--- src/rtl/mem_access_unit.sv ---
// rtl/mem_access_unit.sv - MIPS byte/halfword/word load-store unit in front of a word-wide data RAM
// Sub-word stores are read-modify-write; misaligned requests respond with addr_err and never touch RAM.
module mem_access_unit #(
    parameter int unsigned ADDR_W     = 32,
    parameter bit          BIG_ENDIAN = 1'b0
) (
    input  logic              i_clk,
    input  logic              i_rst_n,
    input  logic              i_req_valid,
    output logic              o_req_ready,
    input  logic [2:0]        i_op,
    input  logic [ADDR_W-1:0] i_addr,
    input  logic [31:0]       i_store_data,
    output logic              o_resp_valid,
    output logic [31:0]       o_load_data,
    output logic              o_addr_err,
    output logic [ADDR_W-1:0] o_ram_addr,
    output logic              o_ram_we,
    output logic [31:0]       o_ram_wdata,
    input  logic [31:0]       i_ram_rdata
);

    localparam logic [2:0] OP_LB  = 3'b000;
    localparam logic [2:0] OP_LBU = 3'b001;
    localparam logic [2:0] OP_LH  = 3'b010;
    localparam logic [2:0] OP_LHU = 3'b011;
    localparam logic [2:0] OP_LW  = 3'b100;
    localparam logic [2:0] OP_SB  = 3'b101;
    localparam logic [2:0] OP_SH  = 3'b110;
    localparam logic [2:0] OP_SW  = 3'b111;

    typedef enum logic [2:0] {
        S_IDLE,
        S_LOAD,
        S_RMW_RD,
        S_WRITE,
        S_RESP
    } state_t;

    state_t              r_state;
    state_t              w_next;
    logic [2:0]          r_op;
    logic [ADDR_W-1:0]   r_addr;
    logic [15:0]         r_sdata;
    logic [31:0]         r_load_data;
    logic                r_addr_err;
    logic [31:0]         r_ram_wdata;

    logic                w_accept;
    logic                w_misalign;
    logic [4:0]          w_byte_sh;
    logic [4:0]          w_half_sh;
    logic [7:0]          w_byte;
    logic [15:0]         w_half;
    logic [31:0]         w_load_ext;
    logic [31:0]         w_merge_b;
    logic [31:0]         w_merge_h;

    assign w_accept = i_req_valid && (r_state == S_IDLE);

    // Alignment is judged on the request inputs so a bad address can skip straight to RESP.
    always_comb begin
        w_misalign = 1'b0;
        case (i_op)
            OP_LH, OP_LHU, OP_SH: w_misalign = i_addr[0];
            OP_LW, OP_SW:         w_misalign = |i_addr[1:0];
            default:              w_misalign = 1'b0;
        endcase
    end

    always_ff @(posedge i_clk or negedge i_rst_n) begin
        if (!i_rst_n) begin
            r_state <= S_IDLE;
        end else begin
            r_state <= w_next;
        end
    end

    always_comb begin
        w_next = r_state;
        case (r_state)
            S_IDLE: begin
                if (w_accept) begin
                    if (w_misalign) begin
                        w_next = S_RESP;
                    end else if (i_op <= OP_LW) begin
                        w_next = S_LOAD;
                    end else if (i_op == OP_SW) begin
                        w_next = S_WRITE;
                    end else begin
                        w_next = S_RMW_RD;
                    end
                end
            end
            S_LOAD:   w_next = S_RESP;
            S_RMW_RD: w_next = S_WRITE;
            S_WRITE:  w_next = S_RESP;
            S_RESP:   w_next = S_IDLE;
            default:  w_next = S_IDLE;
        endcase
    end

    // Lane shift amounts; big-endian mirrors the lane index within the word.
    assign w_byte_sh = BIG_ENDIAN ? {~r_addr[1:0], 3'b000} : {r_addr[1:0], 3'b000};
    assign w_half_sh = BIG_ENDIAN ? {~r_addr[1], 4'b0000} : {r_addr[1], 4'b0000};

    assign w_byte = i_ram_rdata[w_byte_sh +: 8];
    assign w_half = i_ram_rdata[w_half_sh +: 16];

    always_comb begin
        w_load_ext = i_ram_rdata;
        case (r_op)
            OP_LB:   w_load_ext = {{24{w_byte[7]}}, w_byte};
            OP_LBU:  w_load_ext = {24'h000000, w_byte};
            OP_LH:   w_load_ext = {{16{w_half[15]}}, w_half};
            OP_LHU:  w_load_ext = {16'h0000, w_half};
            default: w_load_ext = i_ram_rdata;
        endcase
    end

    assign w_merge_b = (i_ram_rdata & ~(32'h0000_00FF << w_byte_sh))
                     | ({24'h000000, r_sdata[7:0]} << w_byte_sh);
    assign w_merge_h = (i_ram_rdata & ~(32'h0000_FFFF << w_half_sh))
                     | ({16'h0000, r_sdata} << w_half_sh);

    always_ff @(posedge i_clk or negedge i_rst_n) begin
        if (!i_rst_n) begin
            r_op        <= 3'b000;
            r_addr      <= '0;
            r_sdata     <= 16'h0000;
            r_load_data <= 32'h0000_0000;
            r_addr_err  <= 1'b0;
            r_ram_wdata <= 32'h0000_0000;
        end else begin
            if (w_accept) begin
                r_op        <= i_op;
                r_addr      <= i_addr;
                r_sdata     <= i_store_data[15:0];
                r_load_data <= 32'h0000_0000;
                r_addr_err  <= w_misalign;
                if ((i_op == OP_SW) && !w_misalign) begin
                    r_ram_wdata <= i_store_data;
                end
            end
            if (r_state == S_LOAD) begin
                r_load_data <= w_load_ext;
            end
            if (r_state == S_RMW_RD) begin
                r_ram_wdata <= (r_op == OP_SB) ? w_merge_b : w_merge_h;
            end
        end
    end

    assign o_req_ready  = (r_state == S_IDLE);
    assign o_resp_valid = (r_state == S_RESP);
    assign o_ram_we     = (r_state == S_WRITE);
    assign o_load_data  = r_load_data;
    assign o_addr_err   = r_addr_err;
    assign o_ram_wdata  = r_ram_wdata;
    assign o_ram_addr   = {r_addr[ADDR_W-1:2], 2'b00};

endmodule

--- config.mk ---
export PLATFORM = sky130hd
export DESIGN_NAME = mem_access_unit
export DESIGN_NICKNAME = d
export VERILOG_FILES = /design/src/rtl/mem_access_unit.sv
export SDC_FILE = /design/constraint.sdc
export NUM_CORES = 1
export LEC_CHECK = 0
export CAP_MARGIN = 20
export CORE_ASPECT_RATIO = 0.75
export CORE_UTILIZATION = 32
export DETAILED_ROUTE_END_ITERATION = 6
export HOLD_SLACK_MARGIN = 0.05
export MAX_ROUTING_LAYER = met4
export PLACE_DENSITY = 0.61
export SLEW_MARGIN = 30
export SYNTH_ARGS = -nofsm -noshare
export SYNTH_HDL_FRONTEND = slang
export SYNTH_SLANG_ARGS = --single-unit
--- constraint.sdc ---
create_clock -name i_clk -period 2.1 [get_ports i_clk]
set_input_delay 0.42 -clock i_clk [delete_from_list [all_inputs] [get_ports i_clk]]
set_output_delay 0.42 -clock i_clk [all_outputs]
set_load 0.02 [all_outputs]
== After elaboration in Yosys (flattened, before gate mapping) ==
Cells that the tools add are included.
W data, S select, Z words.
Word-level totals
  word-level logic and storage cells: 60
  input port bits: 102
  register bits after elaboration: 119
Cells by class
  reductions and logical operators: 13
  shift-type cells: 6
  equality and inequality tests: 14
  bitwise gates (word level): 6
  mux-type cells: 13
  $lt $le $gt $ge: 1
Operators by type and width (number)
  $mux W32: 6
  $pmux W32 S4: 1
  $and A32 B32 Y32: 2
  $not A32 Y32: 2
  $or A32 B32 Y32: 2
  $shiftx A32 B6 Y16: 1
  $shiftx A32 B6 Y8: 1
  $shl A16 B5 Y32: 1
  $shl A16 B5 Y32 const A: 1
  $shl A8 B5 Y32: 1
  $shl A8 B5 Y32 const A: 1
  $eq A3 B2 Y1 const B: 6
  $eq A3 B3 Y1 const B: 5
  $pmux W3 S3: 1
  $eq A3 B1 Y1 const B: 2
  $logic_not A3 Y1: 2
  $mux W3: 2
  $reduce_bool A2 Y1: 3
  $reduce_or A2 Y1: 3
  $le A3 B3 Y1 const B: 1
  $reduce_or A3 Y1: 1
  $logic_and A1 B1 Y1: 2
  $mux W2: 1
  $ne A2 B1 Y1 const B: 1
  other kinds (4): 4

== Logic depth before layout (Yosys ltp) ==
  depth after elaboration: 8
  mapped depth: 7
  depth with buffers taken out: 4

== Worst setup path before layout ==
No wires, ideal clock.
  kind: register to register
  start point: reg r_state[2]
  end point: reg r_ram_wdata[13] (netlist: o_ram_wdata[13])
  arrival time: 1.900 ns
  setup slack: 0.063 ns
  period minus slack after synthesis: 2.037 ns
  buffers on the path: 2
  library setup time: 0.137 ns
  cell stages (with the launch flop): 7
  cells stage by stage: dfrtp_1 > buf_2 > or4b_4 > nor3_4 > buf_6 > mux2i_1 > a21oi_1
Between the ends
  cells in the longest elaborated chain, start to end: 4
Ends and longest elaborated chain
  start: declaration: line 40  | state_t r_state;
  start signal: assignment: line 75  | r_state <= w_next;
  $logic_not A3 Y1: line 59  | assign w_accept = i_req_valid && (r_state == S_IDLE);
  $logic_and A1 B1 Y1: line 59
  $reduce_bool A2 Y1 (no source line)
  $reduce_and A2 Y1 (no source line)
  end signal: assignment: line 142  | r_ram_wdata <= i_store_data;
  end signal: assignment: line 149  | r_ram_wdata <= (r_op == OP_SB) ? w_merge_b : w_merge_h;
  end: declaration: line 47  | logic [31:0] r_ram_wdata;
Parallel ways exist; a longest one is shown, timed or not.
A chain may end at the register's enable or synchronous reset.

== Final worst setup path ==
  start point: reg r_state[1]
  end point: out o_ram_we
Between the ends
  cells in the longest elaborated chain, start to end: 1
Ends and longest elaborated chain
  $eq A3 B2 Y1: line 156  | assign o_ram_we = (r_state == S_WRITE);
  end: declaration: line 18  | output logic o_ram_we,
No other way between the ends.

==> results.cfg <==
[drt]
drc = 0
drt_iter0_drc = 538
drt-total-wl_mm = 20.1
ant_nets = 0
vias = 5566
viasPerCell = 5.20
routedWlPerCell_um = 18.8
dr.pass1.iters = 5

[yosys]
synth-edff-count = 0
synth_top_cell_by_area = dfrtp_1
ys.warnings.count = 0
async_reset_ff_share_pct = 100
ys_types = 50
synthesis.area_mm2 = 0.00602
synth_top_area_share_pct = 49.4
synthSimpleGateAreaFrac_pct = 17.1
synth_compound_area_share_pct = 17.2
synthAdderAreaFrac_pct = 0
synth_top_cells_by_count = 162 x nand2_1, 119 x dfrtp_1, 38 x mux2i_1
yosys_most_used_dff = dfrtp_1
synth_xor_area_share_pct = 0.145
synthMuxAreaShare_pct = 8.56
synth_cells = 627
ys_seq_elements = 119
synthTopCellsByArea = dfrtp_1 49%, nand2_1 10%, mux2i_1 6.3%
synth_most_common_cell = nand2_1
seq_area_frac_synth_pct = 49.4
synth_top_family_by_area = compound AO/OA/AOI/OAI gates
syn_avg_cell_area_um2 = 9.61

[grt]
grt_max_degree = 56
use_met1_pct = 31.4
globalRouteMet3Util_pct = 6.96
grt_pass1_wl_mm = 31.1
antenna_found_initial = 0
grt_most_used_layer = met1
grt_pass1_vias = 5445
grt_use_total_pct = 21.8
gr-usage-met2_pct = 29.2
grt-ovfl-total = 0

[clock_network]
htreeDepth = 4
clk_pin_slew_ns = 0.05
numCtsBuffers = 17
insertion_delay_ns = 0.42
cts_tree = yes
cts.sinks = 119
cts_max_path_buffers = 2
clockRootBuffer = clkbuf_16

[sta]
period_minus_slack_ns = 2.05
finClkSkew_ns = 0.00923
slew_headroom_pct = 59.5
hold_viol_final = 0
fin_crit_sh_pct = 97.7
rsz0062_at_grt = yes
drv_slew = 0
clock.fmax_ghz = 0.487
setup-tns-final_ns = 0
worst_pin_slew_ns = 0.603
setup_viol = 0

[placed_design]
dp_hpwl_mm = 15.1
place.gp.congestion = 0.888
portBuffers = 199

[cells_and_area]
drive_gt1_share_pct = 10.8
fill_cells = 1695
seqCellArea_mm2 = 0.00298
multi_input_area_mm2 = 0.00261
finish.utilization_pct = 48.2
fin_nets = 917
diodes = 0
syn_to_final_growth_pct = 47.8

[worst_setup_path]
worstPathMaxFanout = 8
crit_type = flop to output pin
start_kind = flop
worstPathRequired_ns = 1.68
max_stage_delay_ns = 0.54
crit_chain = nor3b_1, dlygate4sd2_1
arrival_ns = 1.63
r2r_cells = 5
worstReg2RegEnd = o_ram_wdata[24]
crit_path_top_delay_cell = dfrtp_1
r2r_setup_slack_ns = 0.14
worstReg2RegStart = r_state[1]
end_kind = output pin

[die]
start_util_pct = 32.6
dieArea_mm2 = 0.0194
rows = 43
core_area_mm2 = 0.0185
fp.dieW_um = 160
fp.dieH_um = 121
io_pins = 202

[worst_hold_path]
min_from = r_addr[19]
whs_path_depth = 2
hp-class = flop to flop
holdPathEnd = r_addr[19]

[pwr]
power-per-cell-area_mw_per_mm2 = 1600
leakage_nw = 3.89
ir_drop_mv = 0.736
total_power_mw = 14.2

[run]
max_cap_violations = 0

[status]
status = complete, no violations
[logic make-up (layout without fill, tap and decap cells)]
family          count (synthesis)  in the layout
compound gates                144            144
simple gates                  234            234
xor+xnor                        1              1
other cells                     1              2
mux                            44             44
buf+inv                        84            280
flops                         119            119
[flip-flops by register name, indices dropped and copies added, names as in the netlist]
register and cells:
r_addr 32, r_state 3, o_ram_wdata 32, o_load_data 32
o_addr_err 1, r_sdata 16, r_op 3
[timing repair]
item | in CTS | in global routing
hold endpoints to repair | 29 | 0
hold buffers | 1 | 0
buffers inserted | 0 | 1
pin swaps | 1 | 1
setup endpoints to repair | 19 | 35
gates resized for setup | 4 | 1
[where the power goes]
group	internal (mW)	switching [mW]	total, mW
logic	3.31	3.94	7.25
registers	3.39	0.862	4.26
clock network	1.75	0.976	2.73
[layout make-up]
class,instances,share of cell area [%]
Tap cell,247,3.47
Clock inverter,4,0.506
Sequential cell,119,33.5
Multi-Input combinational cell,425,29.4
Timing Repair Buffer,247,27.4
Clock buffer,24,5.64
Inverter,5,0.211
[critical path: cells and delay by family (launching register included)]
kind	cells	cell delay, ns
flops	1	0.54
buf+inv	1	0.37
simple gates	1	0.30
[worst max path at each step]
stage / startpoint / to / slack [ns] / depth (start not counted)
final: r_state[1] / o_ram_we / 0.05 / 2
after detailed placement: i_ram_rdata[31] / o_load_data[17] / -0.34 / 5
after global routing: r_op[2] / o_ram_wdata[11] / -0.07 / 5
after floorplan: r_state[2] / o_ram_wdata[13] / 0.06 / 6
after CTS: r_addr[0] / o_load_data[17] / 0.02 / 4
after global placement: i_ram_rdata[31] / o_load_data[16] / -0.25 / 5
[metrics by stage]
| step | std cells | instance area, µm² | setup WS (ns) | hold slack (ns) |
|---|---|---|---|---|
| after floorplan | 628 | 6030 | 0.0631 | 0.124 |
| after global placement | 1041 | 8320 | -0.250 | 0.388 |
| after detailed placement | 1041 | 8320 | -0.336 | 0.394 |
| after CTS | 1070 | 8880 | 0.0234 | 0.475 |
| after global routing | 1071 | 8900 | -0.0688 | 0.490 |
| final | 1071 | 8900 | 0.0482 | 0.473 |
[cell usage in the layout (no fill, tap or decap), types with 3 or more instances in the layout]
master           netlist  layout
a221o_1               16      16
buf_4                 32      41
a21oi_1               25      25
buf_12                 0       7
mux4_2                 6       6
dlygate4sd2_1          0       3
a22o_1                 8       8
nor2b_1                4       4
o21a_1                 7       7
o211ai_1              16      16
nand2_1              162     161
o22ai_1                8       8
nor3_1                 4       4
nand3_1               33      33
mux2i_1               38      38
a22oi_1                5       5
nor2_1                11      11
dfrtp_1              119     118
clkdlybuf4s50_1        0     195
clkbuf_8               0       5
clkinv_2               0       3
a221oi_1              21      21
inv_1                  5       5
o21ai_0               26      26
clkbuf_16              0      17
[metal layers]
metal  vias up  routed length (µm)
li1       2584                   -
met4         0                 204
met5         -                   0
met1      2691                9630
met3        26                1870
met2       265                8430
Power figures use the tool's default switching activity.
